**config.mk**
```make
export PLATFORM = sky130hd
export DESIGN_NAME = line_scan_sequencer
export DESIGN_NICKNAME = d
export VERILOG_FILES = /design/src/rtl/line_scan_pkg.sv /design/src/rtl/next_line_finder.sv /design/src/rtl/line_scan_sequencer.sv
export SDC_FILE = /design/constraint.sdc
export NUM_CORES = 1
export LEC_CHECK = 0
export BUFFER_PORTS_ARGS = -buffer_cell sky130_fd_sc_hd__buf_2
export CAP_MARGIN = 20
export CORE_ASPECT_RATIO = 0.8
export CORE_MARGIN = 10
export CORE_UTILIZATION = 52
export CTS_CLUSTER_SIZE = 14
export DETAILED_ROUTE_END_ITERATION = 10
export GPL_TIMING_DRIVEN = 0
export HOLD_SLACK_MARGIN = 0.03
export PLACE_DENSITY = 0.76
export SETUP_SLACK_MARGIN = 0.02
export SLEW_MARGIN = 20
export SYNTH_ARGS = -nofsm -noshare
export SYNTH_HDL_FRONTEND = slang
export SYNTH_SLANG_ARGS = --single-unit
export TNS_END_PERCENT = 1
```
**constraint.sdc**
```tcl
create_clock -name clk -period 2.75 [get_ports clk]
set_clock_uncertainty 0.05 [all_clocks]
set_input_delay 0.1375 -clock clk [delete_from_list [all_inputs] [get_ports clk]]
set_output_delay 0.1375 -clock clk [all_outputs]
set_load 0.005 [all_outputs]
```
**src/rtl/line_scan_pkg.sv**
```systemverilog
// rtl/line_scan_pkg.sv - shared types and constants for the line scan sequencer
package line_scan_pkg;

   localparam int SEL_W     = 3;
   localparam int NUM_LINES = 8;

   typedef enum logic [1:0] {
      IDLE  = 2'd0,
      DRIVE = 2'd1,
      BLANK = 2'd2
   } state_t;

endpackage

```
**src/rtl/next_line_finder.sv**
```systemverilog
// rtl/next_line_finder.sv - finds the lowest set mask bit and the next set bit above cur
module next_line_finder
   import line_scan_pkg::*;
(
   input  logic [NUM_LINES-1:0] mask,
   input  logic [SEL_W-1:0]     cur,
   output logic [SEL_W-1:0]     next_idx,
   output logic                 has_next,
   output logic [SEL_W-1:0]     first_idx
);

   // Scan downwards so the last hit wins, leaving the lowest qualifying index.
   always_comb begin
      first_idx = '0;
      next_idx  = cur;
      has_next  = 1'b0;
      for (int i = NUM_LINES - 1; i >= 0; i--) begin
         if (mask[i]) begin
            first_idx = SEL_W'(i);
         end
         if (mask[i] && (i > int'(cur))) begin
            has_next = 1'b1;
            next_idx = SEL_W'(i);
         end
      end
   end

endmodule

```
**src/rtl/line_scan_sequencer.sv**
```systemverilog
// rtl/line_scan_sequencer.sv - scans enabled 3-to-8 decoder lines with dwell and blanking
module line_scan_sequencer
   import line_scan_pkg::*;
#(
   parameter int DWELL_W   = 8,
   parameter int NUM_LINES = 8
) (
   input  logic                 clk,
   input  logic                 rst_n,
   input  logic                 start,
   input  logic                 stop,
   input  logic                 continuous,
   input  logic [DWELL_W-1:0]   dwell,
   input  logic [NUM_LINES-1:0] line_mask,
   output logic                 Enable,
   output logic                 A,
   output logic                 B,
   output logic                 C,
   output logic                 busy,
   output logic                 done
);

   state_t                 state, state_n;
   logic                   enable_r, enable_n;
   logic [SEL_W-1:0]       sel_r, sel_n;
   logic                   busy_r, busy_n;
   logic                   done_r, done_n;
   logic [DWELL_W-1:0]     cnt, cnt_n;
   logic [DWELL_W-1:0]     dwell_l, dwell_n;
   logic [NUM_LINES-1:0]   mask_l, mask_n;
   logic                   cont_l, cont_n;

   logic [NUM_LINES-1:0]   find_mask;
   logic [SEL_W-1:0]       next_idx;
   logic                   has_next;
   logic [SEL_W-1:0]       first_idx;

   // In IDLE the finder looks at the live mask to pick the first line; afterwards the latched one.
   assign find_mask = (state == IDLE) ? line_mask : mask_l;

   next_line_finder u_finder (
      .mask      (find_mask),
      .cur       (sel_r),
      .next_idx  (next_idx),
      .has_next  (has_next),
      .first_idx (first_idx)
   );

   // Next-state and registered-output values; outputs are flops, so they lead the state by nothing.
   always_comb begin
      state_n  = state;
      enable_n = 1'b0;
      sel_n    = sel_r;
      busy_n   = busy_r;
      done_n   = 1'b0;
      cnt_n    = cnt;
      dwell_n  = dwell_l;
      mask_n   = mask_l;
      cont_n   = cont_l;
      case (state)
         IDLE: begin
            busy_n = 1'b0;
            if (start && !stop && (line_mask != '0)) begin
               state_n  = DRIVE;
               enable_n = 1'b1;
               sel_n    = first_idx;
               busy_n   = 1'b1;
               dwell_n  = (dwell == '0) ? DWELL_W'(1) : dwell;
               cnt_n    = (dwell == '0) ? DWELL_W'(1) : dwell;
               mask_n   = line_mask;
               cont_n   = continuous;
            end
         end
         DRIVE: begin
            if (stop) begin
               state_n = IDLE;
               busy_n  = 1'b0;
            end else if (cnt <= DWELL_W'(1)) begin
               state_n = BLANK;
               done_n  = !has_next && !cont_l;
            end else begin
               enable_n = 1'b1;
               cnt_n    = cnt - DWELL_W'(1);
            end
         end
         BLANK: begin
            if (stop) begin
               state_n = IDLE;
               busy_n  = 1'b0;
            end else if (has_next) begin
               state_n  = DRIVE;
               enable_n = 1'b1;
               sel_n    = next_idx;
               cnt_n    = dwell_l;
            end else if (cont_l) begin
               state_n  = DRIVE;
               enable_n = 1'b1;
               sel_n    = first_idx;
               cnt_n    = dwell_l;
            end else begin
               state_n = IDLE;
               busy_n  = 1'b0;
            end
         end
         default: begin
            state_n = IDLE;
            busy_n  = 1'b0;
         end
      endcase
   end

   // State and output registers; reset clears the decoder drive immediately.
   always_ff @(posedge clk or negedge rst_n) begin
      if (!rst_n) begin
         state    <= IDLE;
         enable_r <= 1'b0;
         sel_r    <= '0;
         busy_r   <= 1'b0;
         done_r   <= 1'b0;
         cnt      <= '0;
         dwell_l  <= '0;
         mask_l   <= '0;
         cont_l   <= 1'b0;
      end else begin
         state    <= state_n;
         enable_r <= enable_n;
         sel_r    <= sel_n;
         busy_r   <= busy_n;
         done_r   <= done_n;
         cnt      <= cnt_n;
         dwell_l  <= dwell_n;
         mask_l   <= mask_n;
         cont_l   <= cont_n;
      end
   end

   assign Enable = enable_r;
   assign A      = sel_r[2];
   assign B      = sel_r[1];
   assign C      = sel_r[0];
   assign busy   = busy_r;
   assign done   = done_r;

endmodule

```
==> results.ini, run 1 <==
[placed_design]
placed_area_um2 = 2315
dp_hpwl_mm = 3.645
pre_cts_slack_ns = -0.1312
port_buffers = 26
gp_congestion = 0.8818

[timing]
period_needed_ns = 2.730
fin_tns_setup_ns = 0
timing.final.crit_share = 0.9926
rsz0062_at_grt = true
finalSetupViolCount = 0
slew_headroom = 0.5221
finalWorstSetupSlack_ns = 0.02029
slew_viol_final = 0
fmax_mhz = 366.3
hold_violations = 0
holdWs_ns = 0.06596
tightest_slew_ns = 0.7168

[floorplanning]
row_count = 20
die_w_um = 91.32
die_area_um2 = 7036
core-area_um2 = 3854
start_util = 0.5490
die_y_um = 77.06
pin_count = 27

[final_layout]
postLayoutCellArea_um2 = 2497
final_core_util = 0.6481
syn_to_final_growth_pct = 18.04
layout.nets = 278
antenna_cells = 0
drive_gt1_frac = 0.2908

[hold_path]
min_path_cells = 2
worst_hold_path.endpoint = mask_l[0]
worstHoldPathType = in2reg
hp-start = line_mask[0]

[critical_path]
r2r_end = cnt[2]
required_ns = 2.87
regToRegStartpoint = state[1]
startpoint_type = register
crit_fanout = 8
r2r_slack_ns = 0.02
cp.arrival_ns = 2.85
critical_path_class = reg2reg
rr_worst_depth = 10
critical_path.cell_chain = inv_2, ha_4, buf_12, mux2i_4, o22ai_2, a211o_1, or3_4, a22o_1, buf_6, mux2_4
cp-end-kind = register
max_stage_delay_ns = 0.42
slowest_stage = dfrtp_1

[grt]
grt_pass1_wl_mm = 8.314
grt_pass1_vias = 1666
antenna_found_initial = 0
track_usage = 0.1447
grt_overflow = 0
grt_start_max_net_pins = 34

[drt]
ant_nets = 0
num_vias = 1734
drc = 0
drtIter0Drc = 99
wirelength_mm = 5.019
drt-pass1-iter-count = 5
wl_per_cell_um = 16.40
viasPerCell = 5.667

[yosys]
syn_nets = 239
syn_area_um2 = 2116
ys_seq_area_frac = 0.3903
synth_top_flop_cell = dfrtp_1
synth_cells = 211
synth_top_cell_by_area = dfrtp_1
yosys-top-cells-count = 33 x dfrtp_1, 20 x nor2_1, 18 x mux2_2, 13 x a21oi_1, 12 x nand2_1
synth_cell_types = 44
synth_seq_cells = 33
synth_enable_flop_cells = 0
synthTopCellsByArea = dfrtp_1 39%, mux2_2 9.6%, mux2_4 5.0%
synthArstFlopShare = 1.000
syn_avg_cell_area_um2 = 10.03
synth.top_cell.area_share = 0.3903
ys_warn_count = 0
synth_most_common_cell = dfrtp_1

[clock_network]
cts_tree = built
numCtsBuffers = 5
root_buffer = clkbuf_8
clock-sinks = 33
cts_buffer_depth = 2
htreeDepth = 2
clock_latency_ns = 0.28
path_clk_slew_ns = 0.06

[run_status]
outcome = finished clean

[power_and_ir_drop]
p_leak_nw = 1.156
ir_drop_uv = 588.0
p_per_area_nw_per_um2 = 1166

[job]
cap_viol_max_count = 0

timing repair:
item,in CTS,in global routing
endpoints found under the setup margin,7,7
endpoints found under the hold margin,34,0
buffers inserted,2,2
gates resized for setup,4,7
hold buffers,2,0
pin swaps,0,3
layout by cell type, fill, tap and decap left out, drive strengths merged, types with 2 or more instances in the layout:
master,instances
clkbuf,13
ha,7
nor2b,2
dlygate4sd3,2
mux2i,10
a211o,2
a22oi,3
inv,11
o211ai,2
buf,34
or3,2
nor4,3
nand3,2
nor2,20
nand2,12
or4,2
nand2b,6
dfrtp,33
o21ai,10
mux2,25
o31ai,4
a21oi,13
o21a,2
a221oi,5
xor2,5
nor3,7
report_power, final:
part           internal, W  leakage, nW  total [W]  switching (W)
combinational     0.000842        0.715    0.00162       0.000780
sequential        0.000719        0.402   0.000943       0.000224
clock             0.000180       0.0395   0.000347       0.000168
total              0.00174         1.16    0.00291        0.00117
worst max path at each step:
stage | from | to | slack (ns) | depth (start not counted)
6_report | state[1] | cnt[2] | 0.02 | 10
5_1_grt | state[1] | cnt[5] | -0.07 | 10
4_1_cts | state[0] | cnt[0] | 0.02 | 10
3_5_place_dp | state[0] | cnt[0] | -0.13 | 10
3_3_place_gp | state[0] | cnt[2] | -0.14 | 10
2_1_floorplan | state[0] | cnt[0] | 0.08 | 10
per-layer routing:
layer	share of wire	track usage
met1	0.50	0.2068
met2	0.44	0.2036
met3	0.051	0.04475
met4	0.011	0.03750
met5	0	0
sequential cells by signal (all words and copies together) (netlist names):
name / count
busy: 1
cont_l: 1
done: 1
cnt: 8
dwell_l: 8
state: 2
sel_r: 3
Enable: 1
mask_l: 8
worst max-delay path, delay by kind of cell (launching register included):
kind | cells | cell delay [ns]
compound gates | 3 | 0.64
mux | 2 | 0.53
flops | 1 | 0.42
simple gates | 1 | 0.40
buf+inv | 3 | 0.38
fa+ha+maj | 1 | 0.17
per-stage QoR:
| step | total power, W | std cells |
|---|---|---|
| after floorplan | 0.002070 | 211 |
| after global placement | 0.002360 | 292 |
| after detailed placement | 0.002400 | 292 |
| after CTS | 0.002815 | 304 |
| after global routing | 0.003154 | 306 |
| final | 0.002912 | 306 |
cell type report:
| cell class | count | area (um2) |
|---|---|---|
| tap | 55 | 68.82 |
| clock buffer | 8 | 80.08 |
| sequential | 33 | 825.8 |
| timing repair buffer | 32 | 180.2 |
| buffer | 9 | 58.81 |
| inverter | 11 | 41.29 |
| multi-input combinational | 158 | 1242 |
| fill | 328 | 1356 |
logic make-up after synthesis:
kind of cell	count (synthesis)	share of synthesized area
flip-flops	33	0.3903
multiplexers	35	0.1928
buffers and inverters	20	0.04317
adder cells (fa/ha/maj)	7	0.04139
AND/OR/NAND/NOR	58	0.1378
XOR/XNOR	6	0.02484
AO/OA/AOI/OAI	52	0.1697
Power figures use the tool's default switching activity.
==> run 2, diff against run 1 <==
--- a/config.mk
+++ b/config.mk
@@ -14,7 +14,7 @@
 export DETAILED_ROUTE_END_ITERATION = 10
 export GPL_TIMING_DRIVEN = 0
 export HOLD_SLACK_MARGIN = 0.03
-export PLACE_DENSITY = 0.76
+export PLACE_DENSITY_LB_ADDON = 0.12
 export SETUP_SLACK_MARGIN = 0.02
 export SLEW_MARGIN = 20
 export SYNTH_ARGS = -nofsm -noshare
==> results.ini, run 2 (synthesis gave the netlist of run 1 again) <==
[final_layout]
antenna_cells = 0
final_common_cell = dfrtp_1
syn_to_final_growth_pct = 19.10
final_cell_mix = 32 x dfrtp_1, 27 x buf_2, 20 x nor2_1
drive_gt1_frac = 0.3056
fin_cells = 307
layout.nets = 280
top_regs = cnt (8), dwell_l (8), mask_l (8)

[grt]
grt_pass1_vias = 1735
grt_start_max_net_pins = 34
track_usage = 0.1507
grt_pass1_wl_mm = 8.590
antenna_found_initial = 0
grt_overflow = 0

[floorplanning]
row_count = 20
die_y_um = 77.06
pin_count = 27
die_w_um = 91.32
start_util = 0.5490
die_area_um2 = 7036
core-area_um2 = 3854

[job]
cap_viol_max_count = 0

[placed_design]
port_buffers = 26
placedCellCount = 292
dp_hpwl_mm = 3.656
pre_cts_slack_ns = -0.2180
gp_congestion = 0.8166

[run_status]
outcome = finished clean

[clock_network]
cts_tree = built
numCtsBuffers = 5
path_clk_slew_ns = 0.07
root_buffer = clkbuf_8
htreeDepth = 2
clock-sinks = 33
cts_buffer_depth = 2
clock_latency_ns = 0.28

[drt]
wl_per_cell_um = 16.71
ant_nets = 0
num_vias = 1741
drt-pass1-iter-count = 4
drtIter0Drc = 116
drc = 0
wirelength_mm = 5.131
viasPerCell = 5.671

[power_and_ir_drop]
ir_drop_uv = 609.4
p_leak_nw = 1.170
p_int_w = 0.001781
power_w = 0.002969
swShare = 0.4002
p_sw_w = 0.001188
p_per_area_nw_per_um2 = 1178
pwr-share-seq = 0.319
pwr-share-comb = 0.556
clkPwrFrac = 0.124

[timing]
rsz0062_at_grt = true
period_needed_ns = 2.671
hold_violations = 0
slew_headroom = 0.5097
fin_tns_setup_ns = 0
tightest_slew_ns = 0.7355
finalSetupViolCount = 0
slew_viol_final = 0
fmax_mhz = 374.5
holdWs_ns = 0.06020
timing.final.crit_share = 0.9711
finalWorstSetupSlack_ns = 0.07949

[critical_path]
cp-end-kind = register
r2r_slack_ns = 0.08
worst-path-buf-inv = 3
startpoint_type = register
required_ns = 2.87
slowest_stage = dfrtp_1
max_stage_delay_ns = 0.41
path_delay_family = multiplexers
r2r_end = cnt[4]
critical_path_class = reg2reg
cp.arrival_ns = 2.79
critical_path.cell_chain = inv_2, ha_4, buf_4, mux2_2, a211o_1, or3_4, a22o_1, buf_6, mux2_4
rr_worst_depth = 9
crit_fanout = 8
regToRegStartpoint = state[1]

[hold_path]
min_path_cells = 2
worst_hold_path.endpoint = dwell_l[1]
worstHoldPathType = in2reg
hp-start = dwell[1]

## run 2: cell types whose count changed in the layout (fill, tap and decap cells not counted), sizes merged
cell	before	now
buf	34	36
clkbuf	13	12
## run 2: power groups by stage
| stage | registers, W | logic [W] | clock network [W] |
|---|---|---|---|
| 2_1_floorplan | 0.000885 | 0.00119 | 0 |
| 3_3_place_gp | 0.000941 | 0.00144 | 0 |
| 3_5_place_dp | 0.000946 | 0.00146 | 0 |
| 4_1_cts | 0.000941 | 0.00160 | 0.000377 |
| 5_1_grt | 0.000983 | 0.00183 | 0.000398 |
| 6_report | 0.000948 | 0.00165 | 0.000368 |
## run 2: how the worst max path moves through the flow
stage,cells after the start,from,endpoint
2_1_floorplan,10,state[0],cnt[0]
6_report,9,state[1],cnt[4]
3_3_place_gp,10,state[0],cnt[5]
3_5_place_dp,10,state[1],cnt[4]
5_1_grt,9,state[1],sel_r[2]
4_1_cts,10,state[1],cnt[4]
## run 2: what timing repair did
action,in CTS,in global routing
gates resized for setup,11,1
hold buffers,2,0
pin swaps,2,3
endpoints found under the setup margin,11,9
endpoints found under the hold margin,34,0
setup buffers,4,2
## run 2: cell type report
type                            instances  area (um2)
Fill cell                             345        1334
Multi-Input combinational cell        158        1242
Sequential cell                        33       827.0
Timing Repair Buffer                   34       195.2
Clock buffer                            7       86.33
Tap cell                               55       68.82
Buffer                                  9       58.81
Inverter                               11       41.29
## run 2: stage by stage
stage	utilization	cell area, um2
finish	0.6539	2520
CTS	0.6487	2500
floorplan	-	2116
detailed placement	0.6006	2315
global placement	0.6006	2315
global route	0.6539	2520
## run 2: worst register-to-register path, stage by stage (launching register included)
cell	delay [ns]
dfrtp_1	0.41
inv_2	0.10
ha_4	0.16
buf_4	0.11
mux2_2	0.34
a211o_1	0.34
or3_4	0.36
a22o_1	0.23
buf_6	0.15
mux2_4	0.31
## run 2: metal layers
metal	GRT usage	wire [um]	share of wire
met1	0.2190	2686	0.52
met5	0	0	0
met4	0.05781	71	0.014
met3	0.04669	357	0.070
met2	0.1986	2016	0.39
==> run 3, diff against run 2 <==
--- a/config.mk
+++ b/config.mk
@@ -7,14 +7,17 @@
 export LEC_CHECK = 0
 export BUFFER_PORTS_ARGS = -buffer_cell sky130_fd_sc_hd__buf_2
 export CAP_MARGIN = 20
+export CELL_PAD_IN_SITES_DETAIL_PLACEMENT = 2
+export CELL_PAD_IN_SITES_GLOBAL_PLACEMENT = 2
 export CORE_ASPECT_RATIO = 0.8
 export CORE_MARGIN = 10
-export CORE_UTILIZATION = 52
+export CORE_UTILIZATION = 33
 export CTS_CLUSTER_SIZE = 14
 export DETAILED_ROUTE_END_ITERATION = 10
 export GPL_TIMING_DRIVEN = 0
 export HOLD_SLACK_MARGIN = 0.03
 export PLACE_DENSITY_LB_ADDON = 0.12
+export REMOVE_ABC_BUFFERS = 1
 export SETUP_SLACK_MARGIN = 0.02
 export SLEW_MARGIN = 20
 export SYNTH_ARGS = -nofsm -noshare
==> results.ini, run 3 (synthesis gave the netlist of run 1 again) <==
[drt]
drt-pass1-iter-count = 5
drc = 0
wirelength_mm = 6.741
num_vias = 1808
viasPerCell = 5.365
ant_nets = 0
wl_per_cell_um = 20.00
drtIter0Drc = 37

[final_layout]
final_cell_mix = 32 x dfrtp_1, 26 x buf_2, 20 x nor2_1
syn_to_final_growth_pct = 26.08
final_common_cell = dfrtp_1
drive_gt1_frac = 0.3636
layout.nets = 280
final_core_util = 0.4227
antenna_cells = 0
fillCellCount = 689
top_regs = cnt (8), dwell_l (8), mask_l (8)

[power_and_ir_drop]
ir_drop_uv = 368.0
p_leak_nw = 1.215
p_per_area_nw_per_um2 = 1249

[floorplanning]
pin_count = 27
row_count = 26
core-area_um2 = 6311
die_w_um = 109.5
start_util = 0.3352
die_area_um2 = 10030
die_y_um = 91.62

[grt]
grt_pass1_wl_mm = 10.78
grt_overflow = 0
grt_pass1_vias = 2019
antenna_found_initial = 0
track_usage = 0.1330
grt_start_max_net_pins = 34

[critical_path]
startpoint_type = register
regToRegStartpoint = state[0]
crit_fanout = 8
r2r_slack_ns = 0.07
required_ns = 2.87
r2r_end = cnt[6]
rr_worst_depth = 8
critical_path_class = reg2reg
cp.arrival_ns = 2.80
startpoint = state[0]
crit_end = cnt[6]
cp-end-kind = register

[hold_path]
worstHoldPathType = in2reg

[timing]
period_needed_ns = 2.683
rsz0062_at_grt = false
tightest_slew_ns = 0.9205
finalSetupViolCount = 0
slew_viol_final = 0
slew_headroom = 0.3848
hold_violations = 0
timing.final.crit_share = 0.9757
fmax_mhz = 372.7
holdWs_ns = 0.06835

[clock_network]
cts_tree = built
clock-sinks = 33
clock_latency_ns = 0.29
numCtsBuffers = 5
root_buffer = clkbuf_8
htreeDepth = 2
path_clk_slew_ns = 0.07
cts_buffer_depth = 2

[placed_design]
gp_congestion = 0.7613
dp_hpwl_mm = 4.580
port_buffers = 26

[job]
cap_viol_max_count = 0

[run_status]
outcome = finished clean

==> run 3: cell count changes in the layout (fill, tap and decap cells not counted), sizes merged <==
cell / previous run / this run
bufinv: 0 / 1
buf: 36 / 41
clkbuf: 12 / 7
==> run 3: area by class of cell <==
cell class	instances	area [um2]	share of cell area
clock inverter	1	30.03	0.01126
sequential	33	827.0	0.3100
timing repair buffer	43	270.3	0.1013
inverter	11	41.29	0.01548
clock buffer	7	86.33	0.03236
multi-input combinational	158	1308	0.4901
tap	84	105.1	0.03940
==> run 3: how the worst min path moves through the flow <==
stage | from | endpoint | slack (ns) | depth (start not counted)
3_3_place_gp | rst_n | mask_l[5] | 0.21 | 1
5_1_grt | dwell[7] | dwell_l[7] | 0.08 | 2
6_report | dwell[6] | dwell_l[6] | 0.07 | 2
2_1_floorplan | rst_n | Enable | -0.21 | 0
4_1_cts | dwell[6] | dwell_l[6] | 0.06 | 2
3_5_place_dp | rst_n | mask_l[5] | 0.23 | 1
==> run 3: metrics by stage <==
stage | area, um2 | total power, W | setup slack [ns] | setup TNS [ns] | cells
floorplan | 2066 | 0.002020 | -0.2867 | -2.132 | 202
global placement | 2301 | 0.002349 | -0.6105 | -6.094 | 312
detailed placement | 2301 | 0.002456 | -0.7362 | -9.419 | 312
CTS | 2509 | 0.003095 | 0.03785 | 0 | 328
global route | 2668 | 0.003611 | 0.001788 | 0 | 337
finish | 2668 | 0.003332 | 0.06674 | 0 | 337
==> run 3: worst max-delay path, stage by stage, from the launching register on <==
cell and delay (ns):
dfrtp_2 0.44, inv_2 0.10, ha_4 0.24, mux2i_4 0.27, o22ai_2 0.11, a211o_4 0.37, or3_4 0.35, a22o_4 0.33
mux2_4 0.31
==> run 3: power by group <==
part | internal, W | switching, W
combinational | 0.000972 | 0.000899
clock | 0.000295 | 0.000180
sequential | 0.000720 | 0.000266
==> run 3: metal layers <==
metal,wire (um),track usage,vias up
li1,-,-,848
met1,3151,0.1815,921
met2,3228,0.2098,35
met3,330,0.03217,4
met4,31,0.02273,0
met5,0,0,-
==> run 3: repair_timing <==
item                                    CTS  global route
hold endpoints to repair                 34             0
endpoints found under the setup margin   29            10
pin swaps                                 2             4
hold buffers                              2             0
setup buffers                             6             9
gates resized for setup                   8            17
